$ cat config.mk
export PLATFORM = sky130hd
export DESIGN_NAME = snake_body_ctrl
export DESIGN_NICKNAME = d
export VERILOG_FILES = /design/src/rtl/snake_body_ctrl.sv
export SDC_FILE = /design/constraint.sdc
export NUM_CORES = 1
export LEC_CHECK = 0
export ABC_AREA = 0
export CAP_MARGIN = 20
export CELL_PAD_IN_SITES_DETAIL_PLACEMENT = 1
export CELL_PAD_IN_SITES_GLOBAL_PLACEMENT = 1
export CORE_UTILIZATION = 45
export DETAILED_ROUTE_END_ITERATION = 7
export PLACE_DENSITY = 0.75
export SLEW_MARGIN = 15
export SYNTH_ARGS = -nofsm -noshare
export SYNTH_HDL_FRONTEND = slang
export SYNTH_SLANG_ARGS = --single-unit
$ cat constraint.sdc
create_clock -name clk -period 9.95 [get_ports clk]
set_clock_uncertainty 0.15 [all_clocks]
set_input_delay 1.99 -clock clk [delete_from_list [all_inputs] [get_ports clk]]
set_output_delay 1.99 -clock clk [all_outputs]
set_load 0.05 [all_outputs]
$ cat src/rtl/snake_body_ctrl.sv
// Snake body controller: direction handling, timed stepping, segment storage,
// growth, wall/self/stone death detection and a registered cell-occupancy query.
//
// state | meaning
// IDLE  | waiting for game_start, body/len/dir frozen at the start layout
// PLAY  | tick counter running, snake steps on each tick wrap
// DIE   | collision seen, everything frozen until game_start reloads the body
module snake_body_ctrl #(
  parameter int GRID_W   = 40,
  parameter int GRID_H   = 30,
  parameter int MAX_LEN  = 16,
  parameter int INIT_LEN = 3,
  parameter int TICK_DIV = 12500000,
  parameter int INIT_X   = 10,
  parameter int INIT_Y   = 15
) (
  input  logic       clk,
  input  logic       rst,
  input  logic       key_up,
  input  logic       key_down,
  input  logic       key_left,
  input  logic       key_right,
  input  logic       game_start,
  input  logic       add_cube,
  input  logic       hit_stone,
  output logic [5:0] head_x,
  output logic [5:0] head_y,
  output logic [4:0] snake_len,
  output logic [1:0] game_status,
  output logic       step,
  input  logic [5:0] qry_x,
  input  logic [4:0] qry_y,
  output logic       cell_body,
  output logic       cell_head
);

  typedef enum logic [1:0] {ST_IDLE = 2'd0, ST_PLAY = 2'd1, ST_DIE = 2'd2} state_t;
  typedef enum logic [1:0] {DIR_UP, DIR_DOWN, DIR_LEFT, DIR_RIGHT} dir_t;

  localparam int TW = (TICK_DIV > 1) ? $clog2(TICK_DIV) : 1;
  localparam logic [TW-1:0] TICK_LAST = TW'(TICK_DIV - 1);

  state_t         state, state_nxt;
  dir_t           dir, pend, pend_nxt, req;
  logic           req_vld;
  logic [5:0]     seg_x [MAX_LEN];
  logic [5:0]     seg_y [MAX_LEN];
  logic [4:0]     len;
  logic           grow_pending;
  logic [TW-1:0]  tick_cnt;
  logic           tick_wrap, step_try, wall_hit, self_hit, do_move, grows;
  logic [5:0]     nx, ny;
  logic           body_hit, head_hit;

  function automatic dir_t opposite(input dir_t d);
    case (d)
      DIR_UP:   return DIR_DOWN;
      DIR_DOWN: return DIR_UP;
      DIR_LEFT: return DIR_RIGHT;
      default:  return DIR_LEFT;
    endcase
  endfunction

  // Key priority and reversal filter; a key on the step cycle feeds that step.
  always_comb begin
    req     = DIR_RIGHT;
    req_vld = key_up | key_down | key_left | key_right;
    if (key_up)        req = DIR_UP;
    else if (key_down) req = DIR_DOWN;
    else if (key_left) req = DIR_LEFT;
    pend_nxt = (req_vld && (req != opposite(dir))) ? req : pend;
  end

  // Next head position and collision checks; the tail cell only blocks when it stays.
  always_comb begin
    nx = seg_x[0];
    ny = seg_y[0];
    case (pend_nxt)
      DIR_UP:   ny = seg_y[0] - 6'd1;
      DIR_DOWN: ny = seg_y[0] + 6'd1;
      DIR_LEFT: nx = seg_x[0] - 6'd1;
      default:  nx = seg_x[0] + 6'd1;
    endcase
    wall_hit = (nx == 6'd0) || (nx == 6'(GRID_W - 1)) ||
               (ny == 6'd0) || (ny == 6'(GRID_H - 1));
    grows    = (grow_pending | add_cube) && (len < 5'(MAX_LEN));
    self_hit = 1'b0;
    for (int j = 1; j < MAX_LEN; j++) begin
      if ((j + 2 <= int'(len)) || (grows && (j + 1 == int'(len)))) begin
        if ((seg_x[j] == nx) && (seg_y[j] == ny)) self_hit = 1'b1;
      end
    end
    tick_wrap = (state == ST_PLAY) && (tick_cnt == TICK_LAST);
    step_try  = tick_wrap && !hit_stone;
    do_move   = step_try && !wall_hit && !self_hit;
  end

  // Game state register.
  always_ff @(posedge clk) begin
    if (rst) state <= ST_IDLE;
    else     state <= state_nxt;
  end

  // Game state transitions; a stone kills immediately, ahead of any step.
  always_comb begin
    state_nxt = state;
    case (state)
      ST_IDLE: if (game_start) state_nxt = ST_PLAY;
      ST_PLAY: if (hit_stone || (step_try && (wall_hit || self_hit))) state_nxt = ST_DIE;
      ST_DIE:  if (game_start) state_nxt = ST_IDLE;
      default: state_nxt = ST_IDLE;
    endcase
  end

  // Body, length, direction, growth flag and tick counter.
  always_ff @(posedge clk) begin
    if (rst || ((state == ST_DIE) && game_start)) begin
      for (int i = 0; i < MAX_LEN; i++) begin
        seg_x[i] <= (i < INIT_LEN) ? 6'(INIT_X - i) : 6'd0;
        seg_y[i] <= (i < INIT_LEN) ? 6'(INIT_Y) : 6'd0;
      end
      len          <= 5'(INIT_LEN);
      dir          <= DIR_RIGHT;
      pend         <= DIR_RIGHT;
      grow_pending <= 1'b0;
      tick_cnt     <= '0;
      step         <= 1'b0;
    end else begin
      step <= do_move;
      if ((state != ST_PLAY) || tick_wrap) tick_cnt <= '0;
      else                                 tick_cnt <= tick_cnt + TW'(1);
      if (state == ST_PLAY) begin
        pend <= pend_nxt;
        if (add_cube) grow_pending <= 1'b1;
      end
      if (do_move) begin
        for (int i = 1; i < MAX_LEN; i++) begin
          if ((i < int'(len)) || (grows && (i == int'(len)))) begin
            seg_x[i] <= seg_x[i-1];
            seg_y[i] <= seg_y[i-1];
          end
        end
        seg_x[0]     <= nx;
        seg_y[0]     <= ny;
        dir          <= pend_nxt;
        grow_pending <= 1'b0;
        if (grows) len <= len + 5'd1;
      end
    end
  end

  // Occupancy of the queried cell over the active segments.
  always_comb begin
    body_hit = 1'b0;
    for (int i = 0; i < MAX_LEN; i++) begin
      if ((i < int'(len)) && (seg_x[i] == qry_x) && (seg_y[i] == {1'b0, qry_y}))
        body_hit = 1'b1;
    end
    head_hit = (seg_x[0] == qry_x) && (seg_y[0] == {1'b0, qry_y});
  end

  // Registered query results for the renderer.
  always_ff @(posedge clk) begin
    if (rst) begin
      cell_body <= 1'b0;
      cell_head <= 1'b0;
    end else begin
      cell_body <= body_hit;
      cell_head <= head_hit;
    end
  end

  assign head_x      = seg_x[0];
  assign head_y      = seg_y[0];
  assign snake_len   = len;
  assign game_status = state;

endmodule
# After elaboration in Yosys (flattened, before gate mapping)
# Memory sizes are Yosys's and may differ from the RTL's.
# Cells that the tools add are included.
dict set report totals {
  ff_bits 39
  mem_bits_rw 192
  inputBits 20
  output_inout_bits 22
  elab_cells 454
  memories 2
}
dict set report op_classes {
  add_sub_neg 6
  n_lt_le_gt_ge 32
  n_eq_ne 92
  n_mux 154
  bitwise_logic 36
  n_reduce_logical 123
}
# name words width rd rd_clocked_by_memory_dff wr line_no
set mem_list {}
lappend mem_list {seg_x 16 6 16 0 16 46} ;# logic [5:0] seg_x [MAX_LEN];
lappend mem_list {seg_y 16 6 16 0 16 47} ;# logic [5:0] seg_y [MAX_LEN];
# op n
set op_table {}
lappend op_table {{6-bit equality test} 46}
lappend op_table {{6-bit 2-to-1 mux} 32}
lappend op_table {{1-bit 2-to-1 mux} 112}
lappend op_table {{6-bit by 5-bit equality test with 1-bit output} 16}
lappend op_table {{1-bit logical AND} 72}
lappend op_table {{5-bit equality test (first input constant)} 9}
lappend op_table {{4-bit by 5-bit less-or-equal comparator with 1-bit output (first input constant)} 8}
lappend op_table {{4-bit by 5-bit less-than comparator with 1-bit output (first input constant)} 8}
lappend op_table {{1-bit logical OR} 37}
lappend op_table {{1-bit OR} 36}
lappend op_table {{24-bit by 1-bit adder with 24-bit output (second input constant)} 1}
lappend op_table {{24-bit equality test (second input constant)} 1}
lappend op_table {{6-bit case mux with 2 select lines} 2}
lappend op_table {{4-bit by 5-bit equality test with 1-bit output (first input constant)} 4}
lappend op_table {{3-bit by 5-bit less-or-equal comparator with 1-bit output (first input constant)} 4}
lappend op_table {{3-bit by 5-bit less-than comparator with 1-bit output (first input constant)} 4}
lappend op_table {{6-bit by 1-bit adder with 6-bit output (second input constant)} 2}
lappend op_table {{6-bit logical NOT} 2}
lappend op_table {{2-bit 2-to-1 mux} 6}
lappend op_table {{2-bit case mux with 3 select lines} 2}
lappend op_table {{6-bit by 1-bit subtractor with 6-bit output (second input constant)} 2}
lappend op_table {{3-bit by 5-bit equality test with 1-bit output (first input constant)} 2}
lappend op_table {{5-bit less-or-equal comparator (first input constant)} 2}
lappend op_table {{1-bit by 5-bit less-than comparator with 1-bit output (first input constant)} 2}
lappend op_table {{other kinds (17)} 31}

# Depth between registers and ports, before layout
dict set report logic_depth {
  ltp_word 47
  ltp_mapped 26
  mapped_depth_nobuf 18
}

# Worst setup path before layout
# No wires, ideal clock.
dict set report synth_path {
  path_type {input to register}
  from {input port key_down}
  to {memory seg_x[2][0], in the netlist seg_x[0][12] (enable)}
  setup_ps 398
  t_arrival_ps 8052
  t_required_ps 9402
  path_slack_ps 1351
  stages 24
  n_path_buf 7
  path_cell_list {buf_2 -> nor3_1 -> o21ai_1 -> o2111a_1 -> buf_6 -> buf_6 -> buf_2 -> clkbuf_1 -> nand2_1 -> ha_1 -> and2_1 -> a21bo_2 -> a221oi_1 -> nor2_1 -> nor2_2 -> buf_2 -> xnor3_1 -> nor4_1 -> and4_1 -> or3_1 -> nor4_1 -> buf_2 -> nand2_2 -> o21ai_0}
}
# item line_no
set synth_rtl {}
lappend synth_rtl {{start, declared} 20} ;# input logic key_down,
lappend synth_rtl {{end, declared} 46}

==> results.toml <==
[outcome]
status = "completed"

[synth]
yosysWarnings = 0
synth_seq_area_share_pct = 32.60
syn-num-nets = 2055
ys_top_cells_by_count = "nand2_1, xnor2_1, xor2_1"
syn-instance-count = 2022
synth.top_cell.area_share_pct = 20.16
yosys.area.top_type = "edfxtp_1"
synthesis.area_um2 = 17870
avgSynthCellArea_um2 = 8.838
synth_edf_count = 120
synth_area_leaders = "edfxtp_1, dfxtp_1, xnor2_1"
yosys_most_used_dff = "edfxtp_1"
synth_seq_cells = 231
synth_cell_types = 98
yosysMostFrequentCell = "nand2_1"
synthArstFlopShare_pct = 0

[timing]
tightest_slew_ns = 1.208
setup_tns_ns = 0
grt_setup_unrepaired = "false"
slew_violations = 0
fmax_mhz = 112.8
relSlewSlack_pct = 18.75
setup_viol = 0
period_share_pct = 89.12
hold_violations = 0
fin_crit_ns = 8.867

[clock_tree]
cts_buffer_depth = 3
h-tree-depth = 1
post-cts-setup-buffers = 0
cts_resized = 0
cts_tree = "done"
clk-insertion-delay-late_ns = 0.57
cts.sinks = 231
cts_buffers = 28
clk_pin_slew_ns = 0.06
holdBufCountCts = 0
clock-root-buffer = "clkbuf_16"

[pwr]
power_mw = 2.676
power.ir.vdd_worst_mv = 0.1128
power.density_nw_per_um2 = 135.0
p_leak_nw = 7.403

[routing]
ant_nets = 0
wl_met2_mm = 35.83
wirelength_mm = 84.02
avgViaCountPerCell = 6.898
highest_layer = "met5"
dr_wl_met3_mm = 10.55
drt-met1-wl_mm = 32.21
via_count = 17580
drc = 0
first_pass_iters = 5
drtIter0Drc = 2500
avgRoutedWirePerCell_um = 32.97

[job]
maxCapViolations = 0

[final_layout]
drive_gt1_share_pct = 7.984
nNetsFinal = 2044
instances_no_fill = 2548
finalInstanceArea_um2 = 19820
fin_util_pct = 50.93
fillCellCount = 4486
areaGrowthSynthToFinish_pct = 10.92

[place]
hpwl_mm = 61.58
port-buffer-count = 41
gp_congestion = 1.060
place_area_um2 = 18880
dpl.cell_count = 2498

[worst_setup_path]
cp-start-kind = "primary input"
cpMostUsedCell = "buf_4"
r2r_setup_slack_ns = 2.65
end_kind = "flip-flop"
critPathArrivalTime_ns = 9.19
slowest_stage = "nor4_1"
cp_max_fo = 14
worstPathRequired_ns = 10.27
max_stage_delay_ns = 0.93
worstSetupPathType = "primary input to flip-flop"
critical_path.cell_chain = "clkdlybuf4s50_1, nor3b_1, or4_1, a31oi_4, nor2_1, xnor2_1, ha_1, or2_2, nor4_1, nand2_1, a21oi_2, buf_4, xnor2_2, xnor2_1, nor4_1, a311oi_1, nand4_1, buf_4, or3_1, buf_4, mux2i_1"

[floorplanning]
num_io_pins = 42
chipWidth_um = 201.3
core_area_um2 = 38920
die_area_um2 = 40510
start_util_pct = 45.92
num_rows = 72
die_h_um = 201.3

[worst_hold_path]
min_path_type = "flip-flop to flip-flop"

[grt]
overflow = 0
grt_pass1_vias = 17440
grt_usage_pct = 40.66
antenna_found_initial = 4
grt_max_degree = 104
grt_pass1_wl_mm = 120.3
-- final cells by class --
class | count | area (µm²) | area share (%)
sequential | 231 | 5826 | 29.39
multi-input combinational | 1597 | 11280 | 56.92
clock inverter | 8 | 93.84 | 0.4734
inverter | 35 | 131.4 | 0.6628
clock buffer | 40 | 817.0 | 4.122
antenna | 1 | 2.502 | 0.01262
tap | 518 | 648.1 | 3.270
timing repair buffer | 118 | 1021 | 5.151
-- metrics by stage --
step	setup slack, ns	hold slack (ns)
3_3_place_gp	0.7649	0.2909
5_1_grt	0.7103	0.3802
4_1_cts	1.225	0.3620
6_report	1.083	0.3515
3_5_place_dp	0.6946	0.3083
2_1_floorplan	1.351	0.2799
-- layout by cell type, fill, tap and decap left out, types with 14 or more instances in the layout --
| cell | instances |
|---|---|
| edfxtp_1 | 120 |
| dfxtp_1 | 111 |
| nor2_1 | 105 |
| nor3_1 | 42 |
| nand2_1 | 200 |
| xor2_1 | 190 |
| clkdlybuf4s50_1 | 41 |
| nand3_1 | 66 |
| inv_1 | 31 |
| or3_1 | 21 |
| a2111oi_0 | 18 |
| a21oi_1 | 55 |
| and3_1 | 111 |
| mux2i_1 | 86 |
| o21ai_0 | 51 |
| buf_4 | 75 |
| o22ai_1 | 15 |
| nand4_1 | 51 |
| a211oi_1 | 14 |
| nor2b_1 | 14 |
| clkbuf_16 | 29 |
| o211ai_1 | 15 |
| xnor2_1 | 190 |
| nor4_1 | 63 |
-- routing by layer --
| metal | vias to the layer above | track usage (%) |
|---|---|---|
| met4 | 2 | 22.02 |
| met3 | 310 | 9.832 |
| met2 | 1310 | 61.79 |
| met1 | 8578 | 53.18 |
| li1 | 7376 | - |
| met5 | - | 0 |
-- worst paths after layout --
kind	start	endpoint	depth (start not counted)
setup / recovery	key_down	seg_x[1][38]$_SDFFE_PN0P_	21
hold / removal	tick_cnt[0]$_SDFF_PP0_	tick_cnt[0]$_SDFF_PP0_	1
setup reg to reg	dir[1]$_SDFFE_PN1N_	seg_x[1][38]$_SDFFE_PN0P_	20
hold reg to reg	tick_cnt[0]$_SDFF_PP0_	tick_cnt[0]$_SDFF_PP0_	1
-- cells by family after synthesis --
group           synth area share [%]
simple gates                   22.77
xor+xnor                       20.48
compound gates                 13.16
flops                          32.60
buf+inv                        4.761
mux                            5.279
fa+ha+maj                     0.9522
-- power by group --
part	switching (mW)	internal, mW	total, mW
combinational	0.376	0.193	0.570
sequential	0.0490	1.02	1.07
clock	0.417	0.616	1.03
total	0.842	1.83	2.68
-- state kept, by name (all words and copies together) (netlist names) --
name and count:
pend 2, cell_body 1, seg_y 96, seg_x 96, dir 2, game_status 2
step 1, cell_head 1, tick_cnt 24, grow_pending 1, snake_len 5
-- critical path: cells and delay by family --
kind / cells / cell delay, ns
and+or+nand+nor: 9 / 3.98
buffers and inverters: 4 / 1.45
xor gates and xnor gates: 3 / 0.67
AOI/OAI and AO/OA: 3 / 0.56
muxes: 1 / 0.25
adders and majority gates: 1 / 0.24
Note: power is estimated with default switching activity, not from simulation.
==> edit: new RTL, config.mk and constraints unchanged <==
The parameter `TICK_DIV` goes from 12500000 to 6250000.
--- a/src/rtl/snake_body_ctrl.sv
+++ b/src/rtl/snake_body_ctrl.sv
@@ -12,3 +12,3 @@
   parameter int INIT_LEN = 3,
-  parameter int TICK_DIV = 12500000,
+  parameter int TICK_DIV = 6250000,
   parameter int INIT_X   = 10,
Formal check against the unedited RTL: no difference found for any inputs over 10 cycles, from zero or initial values and one cycle with rst high; that may be too few to reach the edited logic, so the function may still have changed.
==> edit against the original RTL <==
Cell count decreased by 12%. Routed wire length decreased by 15%. Power decreased by 7.6%. Setup slack got worse by 0.49 ns. First-iteration DRC count decreased by 26%. Synthesized cell count decreased by 13%. Synthesized area decreased by 7.9%. Cell area decreased by 8.4%. Clock power decreased by 4%. Sequential cell count decreased by 1. Largest power group unchanged. Highest routed layer unchanged.
==> edit: results (changes against the original RTL) <==
[grt]
grt_pass1_wl_um = 104000  ; -13%
grt_max_degree = 65  ; -38%
met2_usage_pct = 55.9  ; -5.9 points
antenna_found_initial = 1  ; -3
grt_util_all_layers_pct = 37.8  ; -2.9 points
use_met3_pct = 8.61  ; -1.2 points
use_met1_pct = 50.1  ; -3.0 points

[cts]
post_cts_buffers = 0  ; unchanged
clkLatencyLatePin_ns = 0.58
cts_buffers = 26  ; -7.1%
htree_levels = 1  ; unchanged
path_clk_slew_ns = 0.06  ; about the same
cts_root_buf = clkbuf_16

[setup_path]
slowest_stage = nor2_1
reg2reg_setup_slack_ns = 2.30  ; -0.35 ns
cp_max_fo = 16  ; +2
cp_top_family = simple AND/OR/NAND/NOR gates
rr_worst_depth = 16  ; -20%
rr_startpoint = dir[0]
r2r-end = seg_y[3][0]
cp_data_arrival_time_ns = 9.42  ; +0.23 ns
cp_slowest_stage_delay_ns = 0.83  ; -0.10 ns

[placement]
port_buffers = 41  ; unchanged
numPlacedInstances = 2185  ; -13%
hpwl_um = 50600  ; -18%
gp_congestion = 1.03  ; -3.0%

[sta]
tns_ns = 0  ; unchanged
maxSlewHeadroom_pct = 16.1  ; -2.7 points
timing.hold.ws_ns = 0.334  ; -0.0176 ns

[power]
irDropWorstVdd_mv = 0.145  ; +28%
leakagePower_nw = 6.51  ; -12%

[logic_synthesis]
syn_avg_cell_area_sq_um = 9.39  ; +6.3%
ys_top_cells_by_area = edfxtp_1 22%, dfxtp_1 13%, xnor2_1 9.7%
yosys_warnings = 0  ; unchanged
synth_cell_type_count = 101  ; +3.1%
ys_seq_area_share_pct = 35.3  ; +2.7 points
synthesis.nets = 1786  ; -13%
synth_edf_count = 120  ; unchanged
synthTopCellsByCount = 183 x xnor2_1, 177 x xor2_1, 162 x nand2_1, 120 x edfxtp_1, 110 x dfxtp_1

[cells_and_area]
diodes = 0  ; -1
reg_top3 = seg_x x96, seg_y x96, tick_cnt x23
drive_gt1_share_pct = 9.36  ; +1.4 points
fin_nets = 1787  ; -13%
num-fill-cells = 4064  ; -9.4%

[routing]
wire_per_inst_um = 32.0  ; -3.0%
dr.pass1.iters = 8  ; +3
wl_met1_um = 28700  ; -11%
drt_iter0_markers = 1840  ; -26%
num_vias = 15079  ; -14%
detail_route.vias_per_cell = 6.75  ; -2.2%
wl_met2_um = 30300  ; -15%
wl_met3_um = 7630  ; -28%

[outcome]
outcome = finished, final reports clean

[worst_hold_path]
hold_path.startpoint = tick_cnt[14]

[edit: cell types whose count changed after synthesis, moves of 14 or more]
cell | before | now
and3_1 | 111 | 60
nand2_1 | 200 | 162
clkbuf_1 | 94 | 69
nor2_1 | 105 | 85
and2_1 | 9 | 27
nand3_1 | 66 | 48
nor4_1 | 66 | 50
o21ai_0 | 53 | 37
xor2_1 | 191 | 177
[edit: per-stage QoR]
stage / instance area, sq um / setup WS, ns / util, %
floorplan: 16500 / 2.21 / -
global route: 18200 / 0.524 / 50.8
finish: 18200 / 0.590 / 50.8
CTS: 18200 / 0.944 / 50.8
detailed placement: 17300 / 0.354 / 48.4
global placement: 17300 / 0.322 / 48.4
[edit: where the power goes]
group	internal, W	switching (W)
sequential	0.00102	0.0000410
clock	0.000555	0.000438
combinational	0.000149	0.000272
total	0.00172	0.000751
[edit: area by class of cell]
type,count,area [sq um],area share [%]
Clock buffer,34,742,4.08
Multi-Input combinational cell,1356,9900,54.5
Tap cell,461,577,3.18
Clock inverter,14,123,0.675
Timing Repair Buffer,104,881,4.85
Inverter,36,135,0.744
Sequential cell,230,5810,32.0
[edit: worst min-delay path by stage]
stage,depth (start not counted),to
after floorplan,1,tick_cnt[0]
final,2,tick_cnt[14]
after CTS,2,tick_cnt[14]
after global placement,1,tick_cnt[0]
after global routing,2,tick_cnt[14]
after detailed placement,2,tick_cnt[14]
[edit: logic make-up (layout without fill, tap and decap cells)]
group,after synthesis,count (layout),share of synthesized area [%]
DFF,230,230,35.3
muxes,86,86,5.64
adders and majority gates,13,13,1.03
xor gates and xnor gates,380,380,21.9
and+or+nand+nor,641,641,21.1
AOI/OAI and AO/OA,236,236,10.4
buffers and inverters,167,188,4.70
